### src/rtl/sevenseg_pkg.sv
// Shared definitions for the seven-segment display encoder/decoder pair.
// Segment bit order on the 7-bit bus: seg[6]=a, seg[5]=b, seg[4]=c,
// seg[3]=d, seg[2]=e, seg[1]=f, seg[0]=g, all active-high.
package sevenseg_pkg;

  localparam int SEG_A = 6;
  localparam int SEG_B = 5;
  localparam int SEG_C = 4;
  localparam int SEG_D = 3;
  localparam int SEG_E = 2;
  localparam int SEG_F = 1;
  localparam int SEG_G = 0;

  localparam logic [6:0] SEG_0     = 7'b1111110;
  localparam logic [6:0] SEG_1     = 7'b0110000;
  localparam logic [6:0] SEG_2     = 7'b1101101;
  localparam logic [6:0] SEG_3     = 7'b1111001;
  localparam logic [6:0] SEG_4     = 7'b0110011;
  localparam logic [6:0] SEG_5     = 7'b1011011;
  localparam logic [6:0] SEG_6     = 7'b1011111;
  localparam logic [6:0] SEG_7     = 7'b1110000;
  localparam logic [6:0] SEG_8     = 7'b1111111;
  localparam logic [6:0] SEG_9     = 7'b1111011;
  localparam logic [6:0] SEG_BLANK = 7'b0000000;

  localparam logic [3:0] CODE_BLANK = 4'hA;
  localparam logic [3:0] CODE_ERR   = 4'hF;

  typedef enum logic {
    ST_SETTLE = 1'b0,
    ST_HOLD   = 1'b1
  } scan_state_t;

endpackage

### src/rtl/sevenseg_pattern_decode.sv
// Combinational lookup from a segment pattern to its code.
// Blank is a legal pattern; anything not in the table is flagged illegal.
module sevenseg_pattern_decode
  import sevenseg_pkg::*;
(
  input  logic [6:0] pattern,
  output logic [3:0] code,
  output logic       illegal
);

  // Pattern table lookup; default catches every non-digit, non-blank pattern.
  always_comb begin
    code    = CODE_ERR;
    illegal = 1'b0;
    case (pattern)
      SEG_0:     code = 4'd0;
      SEG_1:     code = 4'd1;
      SEG_2:     code = 4'd2;
      SEG_3:     code = 4'd3;
      SEG_4:     code = 4'd4;
      SEG_5:     code = 4'd5;
      SEG_6:     code = 4'd6;
      SEG_7:     code = 4'd7;
      SEG_8:     code = 4'd8;
      SEG_9:     code = 4'd9;
      SEG_BLANK: code = CODE_BLANK;
      default: begin
        code    = CODE_ERR;
        illegal = 1'b1;
      end
    endcase
  end

endmodule

### src/rtl/sevenseg_scan_decoder.sv
// Recovers per-digit codes from a multiplexed seven-segment bus and
// publishes them as one frame once every digit has been captured.
//
// state      | meaning
// -----------+---------------------------------------------------------
// ST_SETTLE  | counting consecutive matching one-hot samples
// ST_HOLD    | current dwell already captured; wait for the bus to change
module sevenseg_scan_decoder
  import sevenseg_pkg::*;
#(
  parameter int NUM_DIGITS    = 4,
  parameter int STABLE_CYCLES = 4
) (
  input  logic                    clk,
  input  logic                    rst_n,
  input  logic [6:0]              seg,
  input  logic [NUM_DIGITS-1:0]   an,
  output logic [4*NUM_DIGITS-1:0] bcd_out,
  output logic                    frame_valid,
  output logic                    err_pulse,
  output logic [7:0]              err_cnt
);

  localparam logic [7:0]            CNT_LAST = 8'(STABLE_CYCLES - 1);
  localparam logic [NUM_DIGITS-1:0] AN_ONE   = NUM_DIGITS'(1);

  logic [NUM_DIGITS-1:0]   s1_an, s2_an;
  logic [6:0]              s1_seg, s2_seg;
  logic                    an_onehot;
  logic                    match;
  logic [3:0]              dec_code;
  logic                    dec_illegal;
  scan_state_t             state;
  logic [7:0]              cnt;
  logic [NUM_DIGITS-1:0]   seen;
  logic [NUM_DIGITS-1:0]   seen_next;
  logic                    frame_done;
  logic [4*NUM_DIGITS-1:0] digit_reg;
  logic [4*NUM_DIGITS-1:0] digit_next;

  // Two-stage sample pipeline; stability is judged between the stages.
  always_ff @(posedge clk or negedge rst_n) begin
    if (!rst_n) begin
      s1_an  <= '0;
      s1_seg <= '0;
      s2_an  <= '0;
      s2_seg <= '0;
    end else begin
      s1_an  <= an;
      s1_seg <= seg;
      s2_an  <= s1_an;
      s2_seg <= s1_seg;
    end
  end

  assign an_onehot = (s1_an != '0) && ((s1_an & (s1_an - AN_ONE)) == '0);
  assign match     = (s1_an == s2_an) && (s1_seg == s2_seg) && an_onehot;

  sevenseg_pattern_decode u_decode (
    .pattern (s1_seg),
    .code    (dec_code),
    .illegal (dec_illegal)
  );

  // Candidate digit/seen update for a capture of the currently enabled digit.
  always_comb begin
    digit_next = digit_reg;
    for (int i = 0; i < NUM_DIGITS; i++) begin
      if (s1_an[i]) digit_next[4*i +: 4] = dec_code;
    end
  end

  assign seen_next  = seen | s1_an;
  assign frame_done = &seen_next;

  // Dwell FSM with capture, frame publish and error accounting.
  always_ff @(posedge clk or negedge rst_n) begin
    if (!rst_n) begin
      state       <= ST_SETTLE;
      cnt         <= '0;
      seen        <= '0;
      digit_reg   <= '0;
      bcd_out     <= '0;
      frame_valid <= 1'b0;
      err_pulse   <= 1'b0;
      err_cnt     <= '0;
    end else begin
      frame_valid <= 1'b0;
      err_pulse   <= 1'b0;
      case (state)
        ST_SETTLE: begin
          if (!match) begin
            cnt <= '0;
          end else if (cnt == CNT_LAST) begin
            cnt       <= '0;
            state     <= ST_HOLD;
            digit_reg <= digit_next;
            if (frame_done) begin
              bcd_out     <= digit_next;
              frame_valid <= 1'b1;
              seen        <= '0;
            end else begin
              seen <= seen_next;
            end
            if (dec_illegal) begin
              err_pulse <= 1'b1;
              if (err_cnt != 8'hFF) err_cnt <= err_cnt + 8'd1;
            end
          end else begin
            cnt <= cnt + 8'd1;
          end
        end
        ST_HOLD: begin
          if (!match) begin
            state <= ST_SETTLE;
            cnt   <= '0;
          end
        end
        default: begin
          state <= ST_SETTLE;
          cnt   <= '0;
        end
      endcase
    end
  end

endmodule
### config.mk
export PLATFORM = sky130hd
export DESIGN_NAME = sevenseg_scan_decoder
export DESIGN_NICKNAME = d
export VERILOG_FILES = /design/src/rtl/sevenseg_pkg.sv /design/src/rtl/sevenseg_pattern_decode.sv /design/src/rtl/sevenseg_scan_decoder.sv
export SDC_FILE = /design/constraint.sdc
export NUM_CORES = 1
export LEC_CHECK = 0
export ABC_AREA = 0
export CAP_MARGIN = 20
export CORE_ASPECT_RATIO = 1.75
export CORE_MARGIN = 4
export CORE_UTILIZATION = 39
export CTS_BUF_LIST = sky130_fd_sc_hd__clkbuf_8
export DETAILED_ROUTE_END_ITERATION = 12
export PLACE_DENSITY = 0.64
export SYNTH_ARGS = -nofsm -noshare
export SYNTH_HDL_FRONTEND = slang
export SYNTH_SLANG_ARGS = --single-unit
### constraint.sdc
create_clock -name clk -period 3.05 [get_ports clk]
set_input_delay 0.4575 -clock clk [delete_from_list [all_inputs] [get_ports clk]]
set_output_delay 0.4575 -clock clk [all_outputs]
set_load 0.005 [all_outputs]
==> metrics.txt <==
outcome completed; die outline area 10720 µm²; met3 global-route usage 3.427%; Root Buffer sky130_fd_sc_hd__clkbuf_8; fraction of the mapped netlist area in adder cells 0.7075%; maximum achievable frequency 421.3 MHz; synth unique cells 48; Slew Limit Headroom 35.82%; hold-fix buffer count after cts 0; multiplexer share of the synthesized area 14.36%; Synth Area in XOR/XNOR 5.447%; post-synthesis instance area 3537 µm²; number of pins with negative max-slew slack in the final report 0; post-synthesis register bit count 77; Clock Latency Late Sink 0.35 ns; EDFF count, synth 0; kind of path behind the tightest hold check input pin to async pin; antenna violations before repair 0; Clock Tree Buf Depth 2; most heavily used metal layer in global routing met2; register area share after synthesis 54.47%; detailed placement HPWL 4881 µm; simple-gate portion of the synthesized area 14.64%; Final ANT Viol Nets 0; Area Overhead vs Synth 18.00%; combinational family with the most area after synthesis simple AND/OR/NAND/NOR gates; unrepaired setup endpoints after global routing no; DRC violations left 0; site row count 45; Max rail drop VDD 0.2814 mV; All-Layer GR Usage 14.42%; post-synth top area share 54.47%; drt pass-1 iters 4; NumNets Final 344; CP max FO 10; final instance area 4174 µm²; met2 track demand over resource 23.15%; placeable core area 8783 µm²; most common cell after layout, fill and taps aside sky130_fd_sc_hd__dfrtp_1; dpl ws 0.6631 ns; Worst setup SP type flip-flop; Post-synth top flop sky130_fd_sc_hd__dfrtp_1; Yosys warning count 0; most frequent cells in the layout sky130_fd_sc_hd__dfrtp_1, sky130_fd_sc_hd__mux2_2, sky130_fd_sc_hd__clkdlybuf4s50_1; detailed-route via count 2313; GR Overflow Total 0; initial drt markers 83; Wirelength per Cell 15.37 µm; arrival time of data at the critical path endpoint 2.61 ns; clock transition time at the flip-flop clock pins of the worst setup and hold paths 0.07 ns; # clock sinks 77; met1 track demand over resource 16.68%; element type at the critical path end flip-flop; async set-or-reset flop fraction in the synthesized netlist 100.0%; largest cells by area after synthesis sky130_fd_sc_hd__dfrtp_1, sky130_fd_sc_hd__mux2_2, sky130_fd_sc_hd__xnor2_1, sky130_fd_sc_hd__nor2_1, sky130_fd_sc_hd__a21oi_1; final core utilization 47.52%; final worst slack 0.6765 ns; count of H-tree levels built during CTS 3; number of global-route vias before repair 2421; cell area after placement 3975 µm²; pin count of the biggest net entering global routing 78; final worst-path cycle share 77.82%; total of fill cells in the finished design 831; TritonCTS clock tree built; worst setup skew after layout 0.01034 ns; setup violators final 0; final-layout setup total negative slack 0 ns; Tmin final 2.373 ns; final antenna diode count 0; Vert. Die Dim 134.0 µm; maximum capacitance violations 0; number of input and output port buffers inserted 38; count of buffers added by post-CTS timing repair for setup 0; wire length of the first global-routing pass 11730 µm; final count of hold timing violations 0; fraction of layout instances using a drive strength above 1 20.72%; reported leakage power 1.899 nW; number of I/O pins 39; number of instances in the synthesized netlist 292; cell taking the most area after synthesis sky130_fd_sc_hd__dfrtp_1; post-synth net total 307; post-detailed-route via-to-cell ratio 5.140; start-to-end type of the worst setup path flip-flop to flip-flop; number of clock buffers inserted by TritonCTS 9; cells resized by post-CTS repair 0; power density of the placed cells 465.0 nW/µm²; starting density of the core 40.27%; Worst Max-Slew Pin Slew 0.9627 ns; Required @ worst endpoint 3.29 ns; synthesized-area fraction occupied by ao, oa, aoi and oai cells 6.969%; average size of a mapped cell 12.11 µm²; overall routed net length 6918 µm; placer's final routability congestion estimate 0.7845; Die X-Extent 79.99 µm
==> through the flow <==
step | power [W] | instances | hold slack [ns]
6_report | 0.001941 | 450 | 0.2529
5_1_grt | 0.002027 | 450 | 0.3267
4_1_cts | 0.001970 | 450 | 0.2894
3_5_place_dp | 0.001193 | 435 | 0.4925
3_3_place_gp | 0.001191 | 435 | 0.4692
2_1_floorplan | 0.001144 | 292 | 0.1619
==> routing by layer <==
metal  vias up  part of all wire [%]  wire (µm)
met1      1141                    40       2796
li1       1102                     -          -
met2        46                    52       3572
met5         -                     0          0
met4         0                   4.5        310
met3        24                   3.5        239
==> cell type report <==
class	count	area [µm²]	share of cell area, %
clock buffer	11	151.4	3.627
clock inverter	4	47.55	1.139
inverter	7	26.28	0.6295
multi-input combinational	195	1490	35.70
sequential	77	1927	46.16
tap	117	146.4	3.507
timing repair buffer	39	385.4	9.233
==> synth_stat cells, drive strengths merged (2+ instances only) <==
cell     number
dfrtp        77
mux2         42
nor2         22
a21oi        16
nand2        15
xnor2        13
buf          12
nor3         12
nand4         9
xor2          9
inv           7
nand3         7
nand2b        5
a21o          4
and3          4
and4          3
nand3b        3
nor4          3
o22ai         3
ha            2
mux2i         2
nor3b         2
o21ai         2
o2bb2ai       2
or2           2
or3           2
==> where the power goes <==
group / switching [W] / internal [W]
logic: 0.0000584 / 0.0000492
clock network: 0.000356 / 0.000415
registers: 0.0000278 / 0.00103
==> worst paths after layout <==
check                                        from                endpoint  slack [ns]  cells past startpoint
max                           s1_seg[2]$_DFF_PN0_  bcd_out[4]$_DFFE_PN0P_        0.68                      6
min reg2reg                err_cnt[4]$_DFFE_PN0P_  err_cnt[4]$_DFFE_PN0P_        0.49                      1
min in group clk           err_cnt[4]$_DFFE_PN0P_  err_cnt[4]$_DFFE_PN0P_        0.49                      1
max reg2reg                   s1_seg[2]$_DFF_PN0_  bcd_out[4]$_DFFE_PN0P_        0.68                      6
min                                         rst_n      s1_an[0]$_DFF_PN0_        0.25                      1
max in group asynchronous                   rst_n  bcd_out[7]$_DFFE_PN0P_        2.18                      1
==> cell families after synthesis <==
kind of cell	count (synthesis)
flip-flops	77
AO/OA/AOI/OAI	33
AND/OR/NAND/NOR	94
buffers and inverters	20
adder cells (fa/ha/maj)	2
multiplexers	44
XOR/XNOR	22
==> worst max-delay path, cell delays in order (launching register included) <==
cell	delay [ns]
sky130_fd_sc_hd__dfrtp_1	0.52
sky130_fd_sc_hd__or3_1	0.47
sky130_fd_sc_hd__nor4_2	0.38
sky130_fd_sc_hd__nor2_1	0.19
sky130_fd_sc_hd__a21boi_2	0.29
sky130_fd_sc_hd__a21oi_1	0.13
sky130_fd_sc_hd__mux2_2	0.29
Power figures use the tool's default switching activity.
